[src/rtl/tta_ifetch_pkg.sv]
// rtl/tta_ifetch_pkg.sv - shared types and constants for the instruction fetch buffer
package tta_ifetch_pkg;

   localparam int DEF_WIDTH    = 32;
   localparam int DEF_ADDRESS  = 28;
   localparam int DEF_LINEBITS = 4;
   localparam int LINE_WORDS   = 16;

   typedef enum logic [2:0] {
      S_IDLE   = 3'd0,
      S_HIT    = 3'd1,
      S_MREQ   = 3'd2,
      S_FILL   = 3'd3,
      S_STREAM = 3'd4,
      S_DRAIN  = 3'd5
   } state_t;

endpackage

[src/rtl/tta_ifetch_buf_line_ram.sv]
// rtl/tta_ifetch_buf_line_ram.sv - one-line word store with a synchronous write port and a registered read port
module tta_line_ram
   import tta_ifetch_pkg::*;
#(
   parameter int WIDTH    = DEF_WIDTH,
   parameter int LINEBITS = DEF_LINEBITS
) (
   input  logic                clock_i,
   input  logic                reset_i,
   input  logic                we_i,
   input  logic [LINEBITS-1:0] waddr_i,
   input  logic [WIDTH-1:0]    wdata_i,
   input  logic [LINEBITS-1:0] raddr_i,
   output logic [WIDTH-1:0]    rdata_o
);

   logic [WIDTH-1:0] mem [2**LINEBITS];

   // Fill beats land in the array; the array itself needs no reset
   always_ff @(posedge clock_i) begin
      if (we_i) begin
         mem[waddr_i] <= wdata_i;
      end
   end

   // Registered read so the core-facing data comes straight from a flop
   always_ff @(posedge clock_i or posedge reset_i) begin
      if (reset_i) begin
         rdata_o <= '0;
      end else begin
         rdata_o <= mem[raddr_i];
      end
   end

endmodule

[src/rtl/tta_ifetch_buf.sv]
// rtl/tta_ifetch_buf.sv - tagged one-line fetch buffer; TTA_IFETCH_BYPASS_EN forwards fill beats to the core
module tta_ifetch_buf
   import tta_ifetch_pkg::*;
#(
   parameter int WIDTH    = DEF_WIDTH,
   parameter int ADDRESS  = DEF_ADDRESS,
   parameter int LINEBITS = DEF_LINEBITS
) (
   input  logic               clock_i,
   input  logic               reset_i,
   input  logic               i_read_i,
   input  logic               i_abort_i,
   input  logic               i_flush_i,
   input  logic [ADDRESS-1:0] i_addr_i,
   output logic               i_rack_o,
   output logic               i_ready_o,
   output logic [WIDTH-1:0]   i_data_o,
   output logic               m_read_o,
   input  logic               m_rack_i,
   input  logic               m_ready_i,
   output logic [ADDRESS-1:0] m_addr_o,
   input  logic [WIDTH-1:0]   m_data_i
);

   localparam int TAGBITS = ADDRESS - LINEBITS;
   localparam logic [LINEBITS-1:0] CNT_ONE  = LINEBITS'(1);
   localparam logic [LINEBITS-1:0] CNT_LAST = {LINEBITS{1'b1}};
`ifdef TTA_IFETCH_BYPASS_EN
   localparam bit BYPASS = 1'b1;
`else
   localparam bit BYPASS = 1'b0;
`endif

   state_t              state_q, state_d;
   logic [TAGBITS-1:0]  tag_q;
   logic                valid_q;
   logic                flushed_q;
   logic                acked_q;
   logic [LINEBITS-1:0] fcnt_q;
   logic [LINEBITS-1:0] scnt_q;
   logic                tag_hit;
   logic                miss_start;
   logic                beat;
   logic                last_beat;
   logic [LINEBITS-1:0] ram_raddr;
   logic [WIDTH-1:0]    ram_rdata;
   logic                unused_addr_bits;

   // Word-within-line bits never select anything: every request starts at word 0
   assign unused_addr_bits = ^i_addr_i[LINEBITS-1:0];

   // A flush on the request cycle already defeats the hit
   assign tag_hit    = valid_q && !i_flush_i && (i_addr_i[ADDRESS-1:LINEBITS] == tag_q);
   assign miss_start = (state_q == S_IDLE) && i_read_i && !tag_hit;
   assign beat       = m_ready_i && ((state_q == S_FILL) || (state_q == S_DRAIN));
   assign last_beat  = beat && (fcnt_q == CNT_LAST);

   // Read one word ahead of the stream counter to hide the registered RAM read
   assign ram_raddr = (state_q == S_STREAM) ? scnt_q + CNT_ONE : '0;

   // An abort before memory took the burst still has to issue it from DRAIN
   assign m_read_o = (state_q == S_MREQ) || ((state_q == S_DRAIN) && !acked_q);
   assign m_addr_o = {tag_q, {LINEBITS{1'b0}}};

   tta_line_ram #(
      .WIDTH    (WIDTH),
      .LINEBITS (LINEBITS)
   ) u_line_ram (
      .clock_i  (clock_i),
      .reset_i  (reset_i),
      .we_i     (beat),
      .waddr_i  (fcnt_q),
      .wdata_i  (m_data_i),
      .raddr_i  (ram_raddr),
      .rdata_o  (ram_rdata)
   );

   // FSM state register
   always_ff @(posedge clock_i or posedge reset_i) begin
      if (reset_i) begin
         state_q <= S_IDLE;
      end else begin
         state_q <= state_d;
      end
   end

   // Next-state logic; a final beat beats a simultaneous abort since the burst is already over
   always_comb begin
      state_d = state_q;
      case (state_q)
         S_IDLE: begin
            if (i_read_i) begin
               state_d = tag_hit ? S_HIT : S_MREQ;
            end
         end
         S_HIT: begin
            state_d = i_abort_i ? S_IDLE : S_STREAM;
         end
         S_MREQ: begin
            if (i_abort_i) begin
               state_d = S_DRAIN;
            end else if (m_rack_i) begin
               state_d = S_FILL;
            end
         end
         S_FILL: begin
            if (last_beat) begin
               state_d = (BYPASS || i_abort_i) ? S_IDLE : S_HIT;
            end else if (i_abort_i) begin
               state_d = S_DRAIN;
            end
         end
         S_STREAM: begin
            if (i_abort_i || (scnt_q == CNT_LAST)) begin
               state_d = S_IDLE;
            end
         end
         S_DRAIN: begin
            if (last_beat) begin
               state_d = S_IDLE;
            end
         end
         default: begin
            state_d = S_IDLE;
         end
      endcase
   end

   // Tag, valid and counters; a flush anywhere in a fill keeps that line invalid
   always_ff @(posedge clock_i or posedge reset_i) begin
      if (reset_i) begin
         tag_q     <= '0;
         valid_q   <= 1'b0;
         flushed_q <= 1'b0;
         acked_q   <= 1'b0;
         fcnt_q    <= '0;
         scnt_q    <= '0;
      end else begin
         if (miss_start) begin
            tag_q     <= i_addr_i[ADDRESS-1:LINEBITS];
            valid_q   <= 1'b0;
            flushed_q <= 1'b0;
            acked_q   <= 1'b0;
            fcnt_q    <= '0;
         end
         if (m_read_o && m_rack_i) begin
            acked_q <= 1'b1;
         end
         if (beat) begin
            fcnt_q <= fcnt_q + CNT_ONE;
         end
         if (i_flush_i) begin
            valid_q   <= 1'b0;
            flushed_q <= 1'b1;
         end else if (last_beat && !flushed_q) begin
            valid_q <= 1'b1;
         end
         if (state_q == S_HIT) begin
            scnt_q <= '0;
         end else if (state_q == S_STREAM) begin
            scnt_q <= scnt_q + CNT_ONE;
         end
      end
   end

`ifdef TTA_IFETCH_BYPASS_EN
   logic             fwd_valid_q;
   logic             rack_q;
   logic [WIDTH-1:0] fwd_data_q;

   // Forward fill beats one cycle late, gaps included, and acknowledge once memory takes the burst
   always_ff @(posedge clock_i or posedge reset_i) begin
      if (reset_i) begin
         fwd_valid_q <= 1'b0;
         fwd_data_q  <= '0;
         rack_q      <= 1'b0;
      end else begin
         fwd_valid_q <= (state_q == S_FILL) && m_ready_i && !i_abort_i;
         if (beat) begin
            fwd_data_q <= m_data_i;
         end
         rack_q <= (state_q == S_MREQ) && m_rack_i && !i_abort_i;
      end
   end

   assign i_rack_o  = (state_q == S_HIT) || rack_q;
   assign i_ready_o = (state_q == S_STREAM) || fwd_valid_q;
   assign i_data_o  = (state_q == S_STREAM) ? ram_rdata : fwd_data_q;
`else
   assign i_rack_o  = (state_q == S_HIT);
   assign i_ready_o = (state_q == S_STREAM);
   assign i_data_o  = ram_rdata;
`endif

endmodule

[config.mk]
export PLATFORM = sky130hd
export DESIGN_NAME = tta_ifetch_buf
export DESIGN_NICKNAME = d
export VERILOG_FILES = /design/src/rtl/tta_ifetch_pkg.sv /design/src/rtl/tta_ifetch_buf_line_ram.sv /design/src/rtl/tta_ifetch_buf.sv
export SDC_FILE = /design/constraint.sdc
export NUM_CORES = 1
export LEC_CHECK = 0
export ABC_AREA = 1
export CAP_MARGIN = 20
export CORE_MARGIN = 3
export CORE_UTILIZATION = 50
export DETAILED_ROUTE_END_ITERATION = 6
export PLACE_DENSITY_LB_ADDON = 0.2
export RECOVER_POWER = 100
export SYNTH_ARGS = -nofsm -noshare
export SYNTH_HDL_FRONTEND = slang
export SYNTH_SLANG_ARGS = --single-unit
export TNS_END_PERCENT = 30
[constraint.sdc]
create_clock -name clock_i -period 4.6 [get_ports clock_i]
set_input_delay 0.92 -clock clock_i [delete_from_list [all_inputs] [get_ports clock_i]]
set_output_delay 0.92 -clock clock_i [all_outputs]
set_load 0.005 [all_outputs]
== Yosys cells after proc, flatten, opt, wreduce, memory -nomap -nowiden ==
Memories as Yosys holds them, arrays and structs flattened. A register that Yosys moved wholly into a read port is not among the register bits.
Index checks and enable logic that the tools add are counted.
Operators by class
  add/sub/neg operators: 2
  muxes and demuxes: 23
  reductions and logical operators: 23
  eq/ne operators: 13
Operators by type and width (number)
  $eq 24x24->1: 1
  $mux 3: 8
  $mux 4: 5
  $pmux 3 s6: 1
  $logic_and 1x1->1: 9
  $add 4x1->4 const B: 2
  $eq 4x4->1 const B: 2
  $mux 1: 8
  $reduce_bool 2->1: 4
  $eq 3x2->1 const B: 2
  $eq 3x3->1 const B: 2
  $ne 3x3->1 const B: 2
  $reduce_and 5->1: 1
  $logic_not 1->1: 4
  $ne 2x2->1 const B: 2
  $eq 3x1->1 const B: 1
  $logic_not 3->1: 1
  $logic_or 1x1->1: 3
  $reduce_bool 3->1: 1
  $mux 2: 1
  $ne 2x1->1 const B: 1
Word-level totals
  word-level logic and storage cells: 69
  flip-flop bits (word level): 38
  input bits: 67
  memories kept: 1
  output and inout port bits: 63
  bits in writable memories: 512
Memories
  u_line_ram.mem: depth 16, width 32, rd ports 1, clocked after memory_dff 1, write ports 1, line tta_ifetch_buf_line_ram.sv:17  | logic [WIDTH-1:0] mem [2**LINEBITS];

== Depth between registers and ports, before layout ==
  word-level depth: 8
  mapped depth: 13
  depth with buffers taken out: 13

== By module ==
A second synthesis with hierarchy kept.
Unflattened totals
  cell total of the unflattened synthesis: 2460
  area, all modules: 25234.2 sq um
By module, submodules not included
  tta_line_ram: cells each 2121, seq. area each 16175.5 sq um, instances 1, area each 22894.5 sq um
  tta_ifetch_buf: cells each 339, seq. area each 950.9 sq um, instances 1, area each 2339.7 sq um

== Worst setup path before layout ==
OpenSTA, ideal clock, no wires.
  path kind: input port to flip-flop
  from: in m_ready_i
  to: mem u_line_ram.mem[3][0] in the netlist's numbering, enable pin
  slack: 0.949 ns
  data arrival time: 3.190 ns
  stages: 2
  library setup time: 0.461 ns
  buffers on the path: 0
  data required time: 4.139 ns
  cell sequence: nand2_4 > nor3_1
On the way
  word-level cells in the longest chain between the ends: 3
RTL lines
  from (decl): line tta_ifetch_buf.sv:20  | input logic m_ready_i,
  $logic_and 1x1->1: line tta_ifetch_buf.sv:55  | assign beat = m_ready_i && ((state_q == S_FILL) || (state_q == S_DRAIN));
  $mux 1: line tta_ifetch_buf_line_ram.sv:21  | if (we_i) begin
  $mux 1 (not written as such): line tta_ifetch_buf_line_ram.sv:22  | mem[waddr_i] <= wdata_i;
  to (decl): line tta_ifetch_buf_line_ram.sv:17
No other way between the ends.

== Worst setup path after layout ==
  from: in m_ready_i
  to: mem u_line_ram.mem[3][13] in the netlist's numbering, enable pin
Same word-level chain as after synthesis.

==> results by group <==
Outcome
  • Status: finished, violations left
  • Violations in the final reports: max-capacitance violations, max-slew violations

Die
  • Number of top-level design ports: 130
  • Number of cell rows: 79
  • Full die area: 49900 um2
  • Die span in y: 223 um
  • Core area: 46700 um2
  • Effective utilization at floorplan: 0.507
  • Die X: ~220 um

Worst setup path
  • Critical path data required time: 4760 ps
  • CP peak stage delay: 1990 ps
  • Worst flop-to-flop path startpoint: state_q[2]
  • Series of cell instances along the critical path: clkdlybuf4s50_1, nand2_1, nor3_1, clkbuf_1
  • CP Data Arrival Time: 3830 ps
  • Kind of end point of the critical path: flop
  • Setup slack of the most critical reg-to-reg path: 950 ps
  • Number of cells traversed by the worst register-to-register path: 6
  • Slowest cell on crit path: sky130_fd_sc_hd__clkbuf_1
  • Kind of start point of the critical path: primary input
  • Capture instance of the worst register-to-register path: u_line_ram.mem[3][13]
  • Highest net fanout along the worst path: 32
  • Start-to-end type of the worst setup path: in -> reg

CTS
  • Buffer count from post-CTS setup fixing: 0
  • TritonCTS clock tree: done
  • Count of clock tree sinks: 582
  • Htree depth: 2
  • Clock transition time at the flip-flop clock pins of the worst setup and hold paths: roughly 60 ps
  • Hold Buf Count CTS: 0
  • CTS buffer count: 59
  • Buffer depth of the longest clock path: 3
  • Post-CTS resize count: 0
  • CTS root buffer: sky130_fd_sc_hd__clkbuf_16
  • Clock network latency to the later pin of the worst-skew pair: about 630 ps

Logic synthesis
  • Synth Area in Adders: 0.00265
  • Xor and xnor fraction of the mapped netlist area: 0.00370
  • Cell count after synthesis: about 1900
  • Post-synthesis mux area share: 0
  • Most common flop cell mapped by yosys: sky130_fd_sc_hd__edfxtp_1
  • Synth warnings: 0
  • Dominant combinational cell family by area after synthesis: compound AO/OA/AOI/OAI gates
  • Cell variety after synth: 34
  • Cell area after technology mapping: 23600 um2
  • Async set or reset register ratio after synthesis: 0.120
  • Simple-gate share of the synthesized area: 0.0986
  • Area fraction in compound gates after synthesis: 0.115
  • Flip-flop and latch count after synthesis: 582
  • Number of enable flip-flop cells after synthesis: 512
  • Post-Syn Area per Cell: 12.5 um2
  • Portion of the post-synthesis area used by sequential elements: 0.724

Pwr
  • Max VDD drop: 0.394 mV
  • Leakage power figure: 9.68 nW
  • Total design power: 13.6 mW
  • P per Cell Area: 499 nW/um2

Global route
  • Maximum number of pins on one net before global-route repair: 256
  • Via count of the first global-routing pass: 14500
  • Residual overflow from global routing: 0
  • Antenna violations before repair: 5
  • GRT Total Usage: 0.223
  • First-pass GRT wire length: 85400 um

STA
  • Final Max Slew Viols: between 300 and 400
  • Finish-stage setup viols: 0
  • Final critical-path required period: 3670 ps
  • Final period util: 0.797
  • Setup repair after global routing missed its margin: false
  • Clock skew after layout: 26.6 ps
  • Max Freq: 0.273 GHz
  • Final Hold Violating Endpoints: 0
  • Worst slew pin tran: 2760 ps
  • Headroom to the max-slew limit: -0.842
  • TNS Setup: 0 ps

Final layout
  • Share of layout cells above drive strength 1: 0.0636
  • Fill cell total of the finished layout: 3708
  • Net count reported at finish: 2067
  • Final cell utilization of the core: 0.585
  • Area grow syn2layout: 15.4%

Flow run
  • Count of max-cap constraint violations: 11

Worst hold path
  • Type of the most critical hold path: reg -> reg
  • WHS Endpoint: acked_q
  • Hold Crit Depth: 2
  • Hold Path Origin: acked_q

Routing
  • 1st-pass router iterations: 5
  • Number of nets still failing antenna checks after routing: 0
  • Final routed DRC violation total: 0
  • Detailed Route WL: ~56000 um
  • Initial detailed-routing violation count: around 1500
  • Avg Vias per Cell: roughly 5.6
  • Total via count after detailed routing: 14800
  • Routed wire per std cell: 20.9 um

Place
  • Final RePlAce weighted congestion: 0.786
  • IO Port Bufs: 121
  • Detailed placer's ending HPWL: 28500 um
## cell type report
class	instances	area, um2	area share
Multi-Input combinational cell	1004	5210	0.191
Tap cell	607	759	0.0278
Sequential cell	582	17100	0.628
Clock buffer	77	1640	0.0600
Timing Repair Buffer	153	1450	0.0532
Clock inverter	34	344	0.0126
Inverter	195	742	0.0272
Antenna cell	4	10.0	0.000367
## cells in the mapped netlist (3+ instances only)
cell | count | area share
sky130_fd_sc_hd__inv_1 | 187 | 0.030
sky130_fd_sc_hd__o211ai_1 | 255 | 0.081
sky130_fd_sc_hd__inv_2 | 6 | 0.00095
sky130_fd_sc_hd__nor2_1 | 176 | 0.028
sky130_fd_sc_hd__buf_6 | 5 | 0.0024
sky130_fd_sc_hd__xnor2_1 | 5 | 0.0019
sky130_fd_sc_hd__clkbuf_1 | 20 | 0.0032
sky130_fd_sc_hd__nand4_1 | 4 | 0.0011
sky130_fd_sc_hd__a21oi_1 | 3 | 0.00063
sky130_fd_sc_hd__nand2_1 | 292 | 0.046
sky130_fd_sc_hd__ha_1 | 5 | 0.0026
sky130_fd_sc_hd__nand3_1 | 83 | 0.018
sky130_fd_sc_hd__nor3_1 | 3 | 0.00063
sky130_fd_sc_hd__xor2_1 | 5 | 0.0019
sky130_fd_sc_hd__o21ai_0 | 136 | 0.029
sky130_fd_sc_hd__buf_4 | 10 | 0.0032
sky130_fd_sc_hd__nand2_4 | 4 | 0.0019
sky130_fd_sc_hd__dfrtp_1 | 70 | 0.074
sky130_fd_sc_hd__o21ai_1 | 17 | 0.0036
sky130_fd_sc_hd__buf_2 | 72 | 0.015
sky130_fd_sc_hd__edfxtp_1 | 512 | 0.65
## how the worst max path moves through the flow
stage / endpoint / from / cells past startpoint / slack, ps
after floorplan: u_line_ram.mem[3][0] / m_ready_i / 2 / 950
after global placement: u_line_ram.mem[10][8] / m_ready_i / 6 / 1300
after detailed placement: u_line_ram.mem[10][8] / m_ready_i / 6 / 1280
after CTS: u_line_ram.rdata_o[24] / scnt_q[0] / 7 / 1490
after global routing: u_line_ram.rdata_o[30] / scnt_q[0] / 7 / 680
final: u_line_ram.mem[3][13] / m_ready_i / 4 / 930
## critical path, delay by kind of cell
kind	cells	cell delay [ps]
buffers and inverters	2	2460
AND/OR/NAND/NOR	2	420
## per-stage QoR
stage	cell area (um2)	hold slack (ps)	worst slack [ps]	cells
2_1_floorplan	23700	443	949	1891
3_3_place_gp	25500	468	1300	2541
3_5_place_dp	25500	472	1280	2541
4_1_cts	27400	491	1490	2652
5_1_grt	27300	532	684	2654
6_report	27300	488	934	2656
## sequential cells by signal (all words and copies together) (netlist names)
register / flops
u_line_ram.mem: 512
u_line_ram.rdata_o: 32
tag_q: 24
fcnt_q: 4
scnt_q: 4
state_q: 3
acked_q: 1
flushed_q: 1
valid_q: 1
## metal layers
| metal | global-route usage | share of wire | up-vias |
|---|---|---|---|
| met1 | 0.318 | 0.44 | 7319 |
| met3 | 0.0420 | 0.063 | 88 |
| met4 | 0.0588 | 0.021 | 2 |
| li1 | - | - | 6961 |
| met2 | 0.358 | 0.47 | 449 |
| met5 | 0 | 0.00022 | - |
## cells by family (layout without fill, tap and decap cells)
family	count (synthesis)	in the layout
flip-flops	582	582
other	1	8
buffers and inverters	305	459
XOR/XNOR	10	10
AO/OA/AOI/OAI	414	414
AND/OR/NAND/NOR	571	571
adder cells (fa/ha/maj)	5	5
## report_power, final
group | switching, mW | internal [mW]
clock network | 1.99 | 2.84
logic | 1.60 | 0.964
registers | 0.170 | 6.05
## layout by cell type (no fill, tap or decap), drive strengths merged
master | netlist | layout
edfxtp | 512 | 512
nand2 | 297 | 297
o211ai | 255 | 255
inv | 195 | 197
nor2 | 180 | 180
o21ai | 153 | 153
dlygate4sd3 | 0 | 93
clkbuf | 21 | 92
nand3 | 84 | 84
dfrtp | 70 | 70
clkdlybuf4s50 | 0 | 28
clkinv | 0 | 22
buf | 89 | 17
bufinv | 0 | 6
xnor2 | 5 | 5
xor2 | 5 | 5
ha | 5 | 5
diode | 0 | 4
nand4 | 4 | 4
nor3 | 4 | 4
conb | 1 | 4
clkinvlp | 0 | 4
a21oi | 3 | 3
or2 | 2 | 2
o31ai | 1 | 1
o22ai | 1 | 1
a31oi | 1 | 1
Power figures use the tool's default switching activity.
